$ cat config.mk
export PLATFORM = sky130hd
export DESIGN_NAME = multicycle_controller
export DESIGN_NICKNAME = d
export VERILOG_FILES = /design/src/rtl/multicycle_controller.sv
export SDC_FILE = /design/constraint.sdc
export NUM_CORES = 1
export LEC_CHECK = 0
export CAP_MARGIN = 15
export CORE_MARGIN = 1.5
export CORE_UTILIZATION = 55
export DETAILED_ROUTE_END_ITERATION = 10
export DONT_BUFFER_PORTS = 1
export HOLD_SLACK_MARGIN = 0.03
export PLACE_DENSITY = 0.73
export SLEW_MARGIN = 20
export SYNTH_ARGS = -nofsm -noshare
export SYNTH_HDL_FRONTEND = slang
export SYNTH_SLANG_ARGS = --single-unit
$ cat constraint.sdc
create_clock -name clk -period 1.7 [get_ports clk]
set_clock_uncertainty 0.15 [all_clocks]
set_input_delay 0.34 -clock clk [delete_from_list [all_inputs] [get_ports clk]]
set_output_delay 0.34 -clock clk [all_outputs]
set_load 0.05 [all_outputs]
$ cat src/rtl/multicycle_controller.sv
// Control unit for a multicycle ARM-subset datapath: FSM sequencing,
// ALU decode, condition evaluation with latched CondEx, and the flags register.
module multicycle_controller (
  input  logic         clk,
  input  logic         reset,
  input  logic [31:12] Instr,
  input  logic [3:0]   ALUFlags,
  output logic         PCWrite,
  output logic         MemWrite,
  output logic         RegWrite,
  output logic         IRWrite,
  output logic         AdrSrc,
  output logic [1:0]   ResultSrc,
  output logic [1:0]   ALUSrcA,
  output logic [1:0]   ALUSrcB,
  output logic [1:0]   ImmSrc,
  output logic [1:0]   RegSrc,
  output logic [1:0]   ALUControl
);

  typedef enum logic [3:0] {
    FETCH, DECODE, MEMADR, MEMRD, MEMWB, MEMWR,
    EXECUTER, EXECUTEI, ALUWB, BRANCH
  } state_t;

  state_t     state_q, state_d;
  logic [3:0] flags_q, flags_d;
  logic       cond_ex_q, cond_ex_d;

  logic [3:0] cond;
  logic [1:0] op;
  logic [5:0] funct;
  logic [3:0] rd;
  logic [3:0] unused_rn;

  assign cond      = Instr[31:28];
  assign op        = Instr[27:26];
  assign funct     = Instr[25:20];
  assign rd        = Instr[15:12];
  assign unused_rn = Instr[19:16];

  // Flags are {N,Z,C,V}.
  function automatic logic cond_check(input logic [3:0] c, input logic [3:0] f);
    logic n, z, cf, v;
    {n, z, cf, v} = f;
    case (c)
      4'b0000: cond_check = z;
      4'b0001: cond_check = ~z;
      4'b0010: cond_check = cf;
      4'b0011: cond_check = ~cf;
      4'b0100: cond_check = n;
      4'b0101: cond_check = ~n;
      4'b0110: cond_check = v;
      4'b0111: cond_check = ~v;
      4'b1000: cond_check = cf & ~z;
      4'b1001: cond_check = ~cf | z;
      4'b1010: cond_check = (n == v);
      4'b1011: cond_check = (n != v);
      4'b1100: cond_check = ~z & (n == v);
      4'b1101: cond_check = z | (n != v);
      4'b1110: cond_check = 1'b1;
      default: cond_check = 1'b0;
    endcase
  endfunction

  logic [1:0] alu_dec;
  logic       no_write;
  logic       arith;
  logic       is_exec;

  always_comb begin
    alu_dec  = 2'b00;
    no_write = 1'b0;
    arith    = 1'b0;
    case (funct[4:1])
      4'b0100: begin alu_dec = 2'b00; arith = 1'b1; end
      4'b0010: begin alu_dec = 2'b01; arith = 1'b1; end
      4'b0000: alu_dec = 2'b10;
      4'b1100: alu_dec = 2'b11;
      4'b1010: begin alu_dec = 2'b01; arith = 1'b1; no_write = 1'b1; end
      default: alu_dec = 2'b00;
    endcase
  end

  assign is_exec = (state_q == EXECUTER) || (state_q == EXECUTEI);

  // CondEx is frozen at DECODE so an instruction's own flag update cannot gate its writeback.
  always_comb begin
    cond_ex_d = cond_ex_q;
    flags_d   = flags_q;
    if (state_q == DECODE)
      cond_ex_d = cond_check(cond, flags_q);
    if (is_exec && cond_ex_q && funct[0]) begin
      flags_d[3:2] = ALUFlags[3:2];
      if (arith)
        flags_d[1:0] = ALUFlags[1:0];
    end
  end

  always_ff @(posedge clk or negedge reset) begin
    if (!reset) begin
      state_q   <= FETCH;
      flags_q   <= 4'b0000;
      cond_ex_q <= 1'b0;
    end else begin
      state_q   <= state_d;
      flags_q   <= flags_d;
      cond_ex_q <= cond_ex_d;
    end
  end

  always_comb begin
    state_d = FETCH;
    case (state_q)
      FETCH:  state_d = DECODE;
      DECODE: begin
        case (op)
          2'b01:   state_d = MEMADR;
          2'b00:   state_d = funct[5] ? EXECUTEI : EXECUTER;
          2'b10:   state_d = BRANCH;
          default: state_d = FETCH;
        endcase
      end
      MEMADR:   state_d = funct[0] ? MEMRD : MEMWR;
      MEMRD:    state_d = MEMWB;
      EXECUTER: state_d = ALUWB;
      EXECUTEI: state_d = ALUWB;
      default:  state_d = FETCH;
    endcase
  end

  always_comb begin
    PCWrite    = 1'b0;
    MemWrite   = 1'b0;
    RegWrite   = 1'b0;
    IRWrite    = 1'b0;
    AdrSrc     = 1'b0;
    ResultSrc  = 2'b00;
    ALUSrcA    = 2'b00;
    ALUSrcB    = 2'b00;
    ALUControl = 2'b00;
    case (state_q)
      FETCH: begin
        IRWrite   = 1'b1;
        PCWrite   = 1'b1;
        ALUSrcA   = 2'b01;
        ALUSrcB   = 2'b10;
        ResultSrc = 2'b10;
      end
      DECODE: begin
        ALUSrcA   = 2'b01;
        ALUSrcB   = 2'b10;
        ResultSrc = 2'b10;
      end
      MEMADR: ALUSrcB = 2'b01;
      MEMRD:  AdrSrc = 1'b1;
      MEMWR: begin
        AdrSrc   = 1'b1;
        MemWrite = cond_ex_q;
      end
      MEMWB: begin
        ResultSrc = 2'b01;
        RegWrite  = cond_ex_q;
        PCWrite   = cond_ex_q && (rd == 4'hF);
      end
      EXECUTER: ALUControl = alu_dec;
      EXECUTEI: begin
        ALUSrcB    = 2'b01;
        ALUControl = alu_dec;
      end
      ALUWB: begin
        RegWrite = cond_ex_q & ~no_write;
        PCWrite  = cond_ex_q & ~no_write & (rd == 4'hF);
      end
      BRANCH: begin
        ALUSrcB   = 2'b01;
        ResultSrc = 2'b10;
        PCWrite   = cond_ex_q;
      end
      default: ;
    endcase
    // Write enables drop the moment reset asserts, without waiting for a clock.
    if (!reset) begin
      PCWrite  = 1'b0;
      MemWrite = 1'b0;
      RegWrite = 1'b0;
      IRWrite  = 1'b0;
    end
  end

  assign ImmSrc = op;
  assign RegSrc = {op == 2'b01, op == 2'b10};

endmodule

==> flow_summary.json, run 1 <==
{
  "ys_seq_elements": 9,
  "cts_buffer_depth": 2,
  "synth_edf_count": 0,
  "port_buffers": 0,
  "ios": 43,
  "yosysSeqAreaShare_pct": 25.4,
  "dieHeight_um": 43.1,
  "synthCells": 105,
  "firstError": "[ERROR DPL-0038] Utilization greater than 100%, impossible to legalize",
  "ctsRootBufferMaster": "clkbuf_4",
  "synth_cell_types": 44,
  "dp_hpwl_mm": 2.39,
  "cts.sinks": 9,
  "synth_flop_cell": "dfrtp_1",
  "cts.repair.resized": 22,
  "ctsHoldBuffers": 1,
  "ys_async_sr_fraction_pct": 100,
  "pre_cts_ws_ps": -176,
  "synth_area_um2": 886,
  "cts_setup_buffers": 4,
  "cts_buffers": 3,
  "lastStage": "clock tree synthesis",
  "row_count": 14,
  "die_w_um": 43.1,
  "yosysWarnings": 0,
  "initial_core_util_pct": 58.8,
  "status": "did not finish",
  "syn_nets": 131,
  "avgSynthCellArea_um2": 8.44,
  "htree_levels": 1,
  "gp_congestion": 0.829
}
[metrics by stage]
| step | cells | util [%] | cell area [um2] | setup TNS (ps) |
|---|---|---|---|---|
| after floorplan | 105 | - | 1070 | -722 |
| after global placement | 142 | 91.4 | 1380 | -174 |
| after detailed placement | 142 | 91.4 | 1380 | -688 |
[cell usage after synthesis, types with 2 or more instances]
library cell / number / area [um2]
a211oi_1: 2 / 15.0
a22o_1: 2 / 17.5
and2_1: 2 / 12.5
buf_2: 3 / 15.0
buf_4: 4 / 30.0
clkbuf_1: 2 / 7.51
dfrtp_1: 9 / 225
inv_1: 4 / 15.0
mux2_2: 4 / 45.0
mux2i_1: 2 / 20.0
nand2_1: 5 / 18.8
nand2b_1: 6 / 37.5
nand3_1: 4 / 20.0
nand3b_1: 3 / 22.5
nand4bb_1: 2 / 22.5
nor2_1: 7 / 26.3
nor2b_1: 3 / 18.8
nor3_1: 5 / 25.0
o21ai_0: 5 / 25.0
o22ai_1: 2 / 12.5
o31ai_1: 2 / 15.0
xnor2_1: 3 / 26.3
xor2_1: 3 / 26.3
[logic make-up after synthesis]
| family | after synthesis | synth area share, % |
|---|---|---|
| buf+inv | 14 | 8.90 |
| xor+xnor | 6 | 5.93 |
| simple gates | 46 | 33.1 |
| flops | 9 | 25.4 |
| other cells | 1 | 0.423 |
| mux | 6 | 7.34 |
| compound gates | 23 | 18.9 |
==> run 2: changes to the inputs <==
- CORE_AREA: unset -> 2 2 63 65
- CORE_MARGIN: 1.5 -> unset
- CORE_UTILIZATION: 55 -> unset
- DIE_AREA: unset -> 0 0 65 67
- HOLD_SLACK_MARGIN: 0.03 -> unset
- PLACE_DENSITY: 0.73 -> unset
- PLACE_DENSITY_LB_ADDON: unset -> 0.15
- clock period: 1.7 -> 2.2 ns (I/O delays scaled with it)
==> flow_summary.json, run 2 <==
{
  "yosys-top-cells-area": "dfrtp_1, mux2_2, nand2b_1",
  "criticalPathCategory": "flop to output port",
  "synth_cell_types": 44,
  "reg_top3": "flags_q: 4 flops, state_q: 4 flops, cond_ex_q: 1 flops",
  "initialDrtViolationCount": 21,
  "final_max_slew_viol_count": 0,
  "status": "finished clean",
  "grt.total_usage_pct": 11.5,
  "dieHeight_um": 67,
  "initial_core_util_pct": 24.6,
  "synth_top_area_share_pct": 25.4,
  "grt_pass1_wl_mm": 3.89,
  "maxCapViolations": 0,
  "min_period_ps": 2130,
  "nFillCells": 391,
  "sw_frac_of_total_pct": 52.6,
  "ys_top_cells_by_count": "dfrtp_1, nor2_1, nand2b_1",
  "rr_worst_depth": 5,
  "reg2reg_to": "flags_q[0]$_DFFE_PN0P_",
  "final_common_cell": "buf_4",
  "port_buffers": 0,
  "rsz0062_at_grt": "yes",
  "dieArea_um2": 4360,
  "die_w_um": 65,
  "ys_seq_elements": 9,
  "ys_async_sr_fraction_pct": 100,
  "grt_pass1_vias": 806,
  "antenna_found_initial": 0,
  "regArea_um2": 226,
  "yosysSeqAreaShare_pct": 25.4,
  "final_cell_mix": "buf_4, dfrtp_1, nor2_1, o21ai_0",
  "dp_hpwl_mm": 1.81,
  "cts_tree": "yes",
  "clkSlewWorstSetupHoldPaths_ps": 50,
  "yosysMostFrequentCell": "dfrtp_1",
  "avgSynthCellArea_um2": 8.44,
  "post_dp_cell_area_um2": 1060,
  "peakVddDrop_mv": 0.548,
  "ant_nets": 0,
  "row_count": 22,
  "synth_flop_cell": "dfrtp_1",
  "yosysWarnings": 0,
  "cp-startpoint": "state_q[3]$_DFF_PN0_",
  "drt-total-wl_mm": 2.34,
  "firstDrtPassIters": 2,
  "synth_edf_count": 0,
  "end_kind": "output port",
  "syn_nets": 131,
  "hold_path.class": "input port to flop",
  "synth_area_um2": 886,
  "clkLatencyLatePin_ps": 240,
  "grt_overflow_total": 0,
  "syn2layout_area_growth_pct": 30.9,
  "final_cell_area_um2": 1160,
  "yosysTopAreaCell": "dfrtp_1",
  "htree_levels": 1,
  "fin_crit_sh_pct": 96.8,
  "drcViolationCount": 0,
  "hp-start": "ALUFlags[2]",
  "gp_congestion": 0.743,
  "fin_ws_ps": 71.2,
  "wl_per_cell_um": 14.0,
  "num_antenna_cells": 0,
  "r2r-start": "state_q[3]$_DFF_PN0_",
  "combPwrFrac_pct": 65.2,
  "cts_buffer_depth": 2,
  "synthCells": 105,
  "setup-tns-final_ps": 0,
  "power_density_nw_per_um2": 1340,
  "grt_max_degree": 13,
  "cp_data_arrival_time_ps": 1540,
  "p_clk_share_pct": 12.5,
  "finalHoldViolCount": 0,
  "finalSetupViolCount": 0,
  "fmax_mhz": 470,
  "cp_max_fo": 5,
  "required_ps": 1610,
  "start_kind": "flop",
  "cts.sinks": 9,
  "hold_depth": 1,
  "pre_cts_ws_ps": 183,
  "seq_power_share_pct": 22.3,
  "cts_buffers": 3,
  "core_um2": 3610,
  "drive_gt1_share_pct": 35.3,
  "final_net_count": 146,
  "p_sw_uw": 816,
  "p_leak_uw": 0.000468,
  "viasPerCell": 5.02,
  "ios": 43,
  "multiInputGateArea_um2": 656,
  "vias": 838,
  "whs_endpoint": "flags_q[2]$_DFFE_PN0P_",
  "p_int_uw": 736,
  "ctsRootBufferMaster": "clkbuf_8",
  "p_total_uw": 1550,
  "rrSetupSlack_ps": 360
}
[run 2: cell counts after synthesis]
Identical to the previous run, type by type.
[run 2: cells by family (layout without fill, tap and decap cells)]
kind of cell    Yosys count  in the layout  synth area share, %
mux                       6              6                 7.34
buf+inv                  14             28                 8.90
other cells               1              1                0.423
flops                     9              9                 25.4
simple gates             46             46                 33.1
xor+xnor                  6              6                 5.93
compound gates           23             23                 18.9
[run 2: area by class of cell]
| class | instances | share of cell area [%] |
|---|---|---|
| tap | 48 | 5.18 |
| timing repair buffer | 20 | 13.5 |
| multi-input combinational | 82 | 56.5 |
| sequential | 9 | 19.5 |
| clock buffer | 3 | 3.56 |
| clock inverter | 1 | 0.432 |
| inverter | 4 | 1.29 |
[run 2: worst max-delay path, stage by stage (launching register included)]
cell	delay, ps
dfrtp_2	450
nand2b_2	240
nor2_1	110
a2bb2oi_1	90
o31ai_2	180
buf_4	230
[run 2: power by group through the flow]
| stage | combinational [uW] | sequential, uW | clock, uW |
|---|---|---|---|
| floorplan | 799 | 275 | 0 |
| global placement | 962 | 342 | 0 |
| detailed placement | 962 | 342 | 0 |
| CTS | 1000 | 340 | 199 |
| global route | 1090 | 360 | 209 |
| finish | 1010 | 346 | 194 |
[run 2: routing by layer]
| layer | part of all wire, % | GRT usage [%] |
|---|---|---|
| met4 | 0 | 0.798 |
| met1 | 47 | 14.9 |
| met2 | 46 | 18.6 |
| met3 | 7.4 | 4.73 |
| met5 | 0 | 0 |
[run 2: worst max path at each step]
stage | endpoint | slack, ps | cells past startpoint
detailed placement | RegWrite | 180 | 4
CTS | ALUControl[1] | 30 | 5
global route | IRWrite | -30 | 4
global placement | RegWrite | 190 | 4
finish | PCWrite | 70 | 5
floorplan | RegWrite | -340 | 4
[run 2: timing repair]
item	4_1_cts	5_1_grt
gates resized for setup	2	4
buffers inserted	2	0
hold buffers	1	0
endpoints found under the hold margin	9	0
pin swaps	0	1
endpoints found under the setup margin	1	4
[run 2: stage by stage]
step / cells / hold WS, ps / utilization [%]
finish: 167 / 199 / 32.2
global route: 167 / 192 / 32.2
CTS: 167 / 195 / 31.6
detailed placement: 160 / -5.23 / 29.4
global placement: 160 / -5.23 / 29.4
floorplan: 105 / -5.59 / -
No activity file was read; power rests on OpenSTA's default activity.
